[config.mk]
export PLATFORM = sky130hd
export DESIGN_NAME = my_acc
export DESIGN_NICKNAME = d
export VERILOG_FILES = /design/src/rtl/my_acc.sv
export SDC_FILE = /design/constraint.sdc
export NUM_CORES = 1
export LEC_CHECK = 0
export BUFFER_PORTS_ARGS = -buffer_cell sky130_fd_sc_hd__buf_2
export CAP_MARGIN = 20
export CORE_AREA = 2 2 96 80
export CTS_CLUSTER_DIAMETER = 200
export DETAILED_ROUTE_END_ITERATION = 10
export DIE_AREA = 0 0 98 82
export PLACE_DENSITY = 0.77
export SYNTH_ARGS = -nofsm -noshare
export SYNTH_HDL_FRONTEND = slang
export SYNTH_SLANG_ARGS = --single-unit
[constraint.sdc]
create_clock -name clk -period 9.2 [get_ports clk]
set_clock_uncertainty 0.15 [all_clocks]
set_input_delay 1.84 -clock clk [delete_from_list [all_inputs] [get_ports clk]]
set_output_delay 1.84 -clock clk [all_outputs]
set_load 0.01 [all_outputs]
[src/rtl/my_acc.sv]
// my_acc: frame accumulator that sums LEN adder results modulo 2^BIT_WIDTH with a sticky overflow
module my_acc #(
    parameter int BIT_WIDTH   = 32,
    parameter int COUNT_WIDTH = 8
) (
    input  logic                   clk,
    input  logic                   reset,
    input  logic                   start,
    input  logic [COUNT_WIDTH-1:0] len,
    output logic                   busy,
    input  logic                   in_valid,
    output logic                   in_ready,
    input  logic [BIT_WIDTH-1:0]   in_data,
    input  logic                   in_ovf,
    output logic                   out_valid,
    input  logic                   out_ready,
    output logic [BIT_WIDTH-1:0]   out_sum,
    output logic                   out_ovf,
    output logic [COUNT_WIDTH-1:0] out_count
);
    typedef enum logic [1:0] {IDLE, ACC, HOLD} state_t;

    state_t                 state_q, state_d;
    logic [BIT_WIDTH-1:0]   acc_q, acc_d;
    logic                   ovf_q, ovf_d;
    logic [COUNT_WIDTH-1:0] count_q, count_d;
    logic [COUNT_WIDTH-1:0] remaining_q, remaining_d;
    logic [BIT_WIDTH:0]     sum;
    logic                   accept;

    // the extra top bit of sum is the carry out of the wrapping add
    assign sum    = {1'b0, acc_q} + {1'b0, in_data};
    assign accept = (state_q == ACC) && in_valid;

    // outputs decode from state and registers only, never from in_valid/out_ready
    assign busy      = state_q != IDLE;
    assign in_ready  = state_q == ACC;
    assign out_valid = state_q == HOLD;
    assign out_sum   = acc_q;
    assign out_ovf   = ovf_q;
    assign out_count = count_q;

    // next-state: frame launch in IDLE, accumulate in ACC, release result from HOLD
    always_comb begin
        state_d     = state_q;
        acc_d       = acc_q;
        ovf_d       = ovf_q;
        count_d     = count_q;
        remaining_d = remaining_q;
        case (state_q)
            IDLE: if (start) begin
                acc_d       = '0;
                ovf_d       = 1'b0;
                count_d     = '0;
                remaining_d = len;
                state_d     = (len == '0) ? HOLD : ACC;
            end
            ACC: if (accept) begin
                acc_d       = sum[BIT_WIDTH-1:0];
                ovf_d       = ovf_q | sum[BIT_WIDTH] | in_ovf;
                count_d     = count_q + 1'b1;
                remaining_d = remaining_q - 1'b1;
                state_d     = (remaining_q == COUNT_WIDTH'(1)) ? HOLD : ACC;
            end
            HOLD: if (out_ready) state_d = IDLE;
            default: state_d = IDLE;
        endcase
    end

    // state and datapath registers with synchronous reset
    always_ff @(posedge clk) begin
        if (reset) begin
            state_q     <= IDLE;
            acc_q       <= '0;
            ovf_q       <= 1'b0;
            count_q     <= '0;
            remaining_q <= '0;
        end else begin
            state_q     <= state_d;
            acc_q       <= acc_d;
            ovf_q       <= ovf_d;
            count_q     <= count_d;
            remaining_q <= remaining_d;
        end
    end
endmodule

==> impl_metrics.env <==
export IMPL_power_density_nw_per_um2=126
export IMPL_crit_type="input port to register"
export IMPL_hp_class="register to register"
export IMPL_wl_met3_um=602
export IMPL_num_rows=28
export IMPL_die_area_um2=8040
export IMPL_areaGrowthSynthToFinish_pct=15.5
export IMPL_fp_coreArea_um2=7110
export IMPL_p_leak_nw=2.06
export IMPL_cp_data_arrival_time_ps=4210
export IMPL_clock_root_buffer="clkbuf_8"
export IMPL_wl_met1_um=4760
export IMPL_clock_sinks=51
export IMPL_fin_nets=650
export IMPL_setup_tns_ps=0
export IMPL_grt_util_all_layers=0.247
export IMPL_cts_tree="yes"
export IMPL_initial_core_util=0.529
export IMPL_min_period_ps=4140
export IMPL_avgSynthCellArea_um2=7.65
export IMPL_hold_viol=0
export IMPL_drive_gt1_frac=0.192
export IMPL_yosysTopAreaCellShare=0.271
export IMPL_syn_cell_area_um2=3760
export IMPL_clock_latency_ps=310
export IMPL_grt_pass1_wl_um=16400
export IMPL_cp_end_kind="register"
export IMPL_power_total_mw=0.546
export IMPL_worstMarginPinSlew_ps=946
export IMPL_routed_wl_um=9960
export IMPL_crit_top_cell="o21a_1"
export IMPL_clk_path_buf_depth=2
export IMPL_grt_pass1_vias=3596
export IMPL_antenna_cells=0
export IMPL_vias_per_cell=6.01
export IMPL_cts_setup_buffers=0
export IMPL_setup_viol=0
export IMPL_port_buffers=89
export IMPL_path_clk_slew_ps=110
export IMPL_slew_headroom=0.368
export IMPL_cts_resized=0
export IMPL_ys_seq_area_frac=0.271
export IMPL_yosysWarnings=0
export IMPL_yosys_top_cells_area="dfxtp_1, ha_1, nand2_1, nor2_1, a21oi_1"
export IMPL_grt_max_degree=30
export IMPL_status="finished, final reports clean"
export IMPL_dp_hpwl_um=7490
export IMPL_critPathMaxFanout=4
export IMPL_die_w_um=98
export IMPL_path_buf_inv=1
export IMPL_vias=3960
export IMPL_fill_cells=671
export IMPL_top_layer="met4"
export IMPL_ys_types=53
export IMPL_slowest_delay_ps=420
export IMPL_hold_buffers=0
export IMPL_synth_largest_area_cell="dfxtp_1"
export IMPL_rsz0062_at_grt="false"
export IMPL_gr_total_overflow=0
export IMPL_ant_nets=0
export IMPL_syn_inst=492
export IMPL_htree_levels=2
export IMPL_wl_met2_um=4490
export IMPL_ys_seq_elements=51
export IMPL_synthesis_nets=574
export IMPL_drtIter0Drc=188
export IMPL_io_pins=90
export IMPL_maxSlewViolCount=0
export IMPL_wl_per_cell_um=15.1
export IMPL_crit_required_ps=9270
export IMPL_crit_slowest_cell="fa_1"
export IMPL_max_freq_ghz=0.241
export IMPL_die_y_um=82
export IMPL_fin_crit_sh=0.450
export IMPL_start_kind="input port"
export IMPL_gp_congestion=0.892
export IMPL_route_detailed_drc=0
export IMPL_cap_violations=0
export IMPL_synth_edf_count=0
export IMPL_path_cells="buf_2 -> ha_1 -> fa_1 -> a21o_1 -> a221oi_2 -> a21oi_1 -> o21a_1 -> o21a_1 -> or3_1 -> a32o_1"
export IMPL_antenna_found_initial=0
export IMPL_async_reset_ff_frac=0
export IMPL_synthFlopType="dfxtp_1"
export IMPL_cts_buffers=5
export IMPL_first_pass_iters=5
export IMPL_cpLargestDelayFamily="compound AO/OA/AOI/OAI gates"
export IMPL_max_vdd_ir_drop_mv=0.0758
==> worst paths after layout <==
| check | endpoint | slack (ps) | cells past startpoint | startpoint |
|---|---|---|---|---|
| worst max-delay path | out_sum[12]$_SDFFE_PP0P_ | 5060 | 10 | in_data[0] |
| worst min-delay path | out_sum[13]$_SDFFE_PP0P_ | 330 | 2 | out_sum[13]$_SDFFE_PP0P_ |
| worst max register to register | out_sum[28]$_SDFFE_PP0P_ | 6070 | 6 | state_q[0]$_SDFFE_PP0P_ |
| worst min register to register | out_sum[13]$_SDFFE_PP0P_ | 330 | 2 | out_sum[13]$_SDFFE_PP0P_ |
==> cells in the mapped netlist, drive strengths merged (4+ instances only) <==
| master | instances |
|---|---|
| xor2 | 18 |
| nand2 | 56 |
| o21ai | 34 |
| mux2i | 5 |
| nand4 | 10 |
| a21o | 15 |
| a211oi | 6 |
| a21oi | 43 |
| nor2b | 4 |
| nor3 | 13 |
| inv | 10 |
| and3 | 7 |
| ha | 35 |
| nor2 | 56 |
| a22oi | 15 |
| nand3 | 12 |
| a31oi | 7 |
| dfxtp | 51 |
| o22ai | 5 |
| o211ai | 6 |
| clkbuf | 21 |
| o21a | 8 |
| and2 | 4 |
| xnor2 | 10 |
==> per-stage QoR <==
stage | cells | util | setup WS, ps | instance area [µm²] | hold slack, ps
after global placement | 651 | 0.598 | 4820 | 4250 | 306
final | 659 | 0.611 | 5060 | 4350 | 330
after global routing | 659 | 0.611 | 4960 | 4350 | 361
after CTS | 659 | 0.611 | 5080 | 4350 | 332
after floorplan | 492 | - | 5030 | 3760 | 295
after detailed placement | 651 | 0.598 | 4750 | 4250 | 316
==> per-layer routing <==
metal	global-route usage	up-vias
met5	0	-
met4	0.0694	0
met3	0.0374	11
met2	0.390	130
met1	0.351	1862
li1	-	1957
==> area by class of cell <==
| class | instances | area [µm²] | share of cell area |
|---|---|---|---|
| inverter | 10 | 37.5 | 0.00864 |
| multi-input combinational | 410 | 2630 | 0.605 |
| clock buffer | 5 | 68.8 | 0.0158 |
| clock inverter | 3 | 23.8 | 0.00547 |
| tap | 90 | 113 | 0.0259 |
| sequential | 51 | 1020 | 0.235 |
| timing repair buffer | 90 | 453 | 0.104 |
==> cell families (layout without fill, tap and decap cells) <==
family                   Yosys count  after routing  synth area share
AND/OR/NAND/NOR                  176            176             0.211
AO/OA/AOI/OAI                    165            165             0.286
flip-flops                        51             51             0.271
adder cells (fa/ha/maj)           36             36             0.122
buffers and inverters             31            108            0.0309
XOR/XNOR                          28             28            0.0651
multiplexers                       5              5            0.0133
==> worst min-delay path, stage by stage (launching register included) <==
cell     delay (ps)
dfxtp_1         330
nand2_1          50
o21ai_0          60
==> report_power, final <==
group	switching (mW)	internal, mW	total [mW]
registers	0.0123	0.233	0.245
logic	0.0969	0.0630	0.160
clock network	0.0858	0.0547	0.140
==> flip-flops by register name, summed over array words and instances, names as in the netlist <==
register	cells
out_ovf	1
remaining_q	8
out_count	8
state_q	2
out_sum	32
==> placed cells by master (no fill, tap or decap), types with 4 or more instances in the layout <==
| cell | netlist | routed |
|---|---|---|
| nand4_1 | 10 | 10 |
| a21o_1 | 15 | 15 |
| a22oi_1 | 15 | 15 |
| a211oi_1 | 5 | 5 |
| nor3_1 | 13 | 13 |
| and3_1 | 7 | 7 |
| and2_1 | 4 | 4 |
| inv_1 | 9 | 9 |
| o21ai_0 | 31 | 31 |
| o22ai_1 | 5 | 5 |
| ha_1 | 35 | 35 |
| o211ai_1 | 6 | 6 |
| o21a_1 | 8 | 8 |
| xnor2_1 | 10 | 10 |
| clkbuf_8 | 0 | 5 |
| a21oi_1 | 41 | 41 |
| buf_2 | 0 | 89 |
| nor2_1 | 56 | 55 |
| dfxtp_1 | 51 | 51 |
| mux2i_1 | 5 | 5 |
| a31oi_1 | 7 | 7 |
| xor2_1 | 18 | 18 |
| nand3_1 | 12 | 12 |
| nor2b_1 | 4 | 4 |
| nand2_1 | 56 | 56 |
Note: power is estimated with default switching activity, not from simulation.
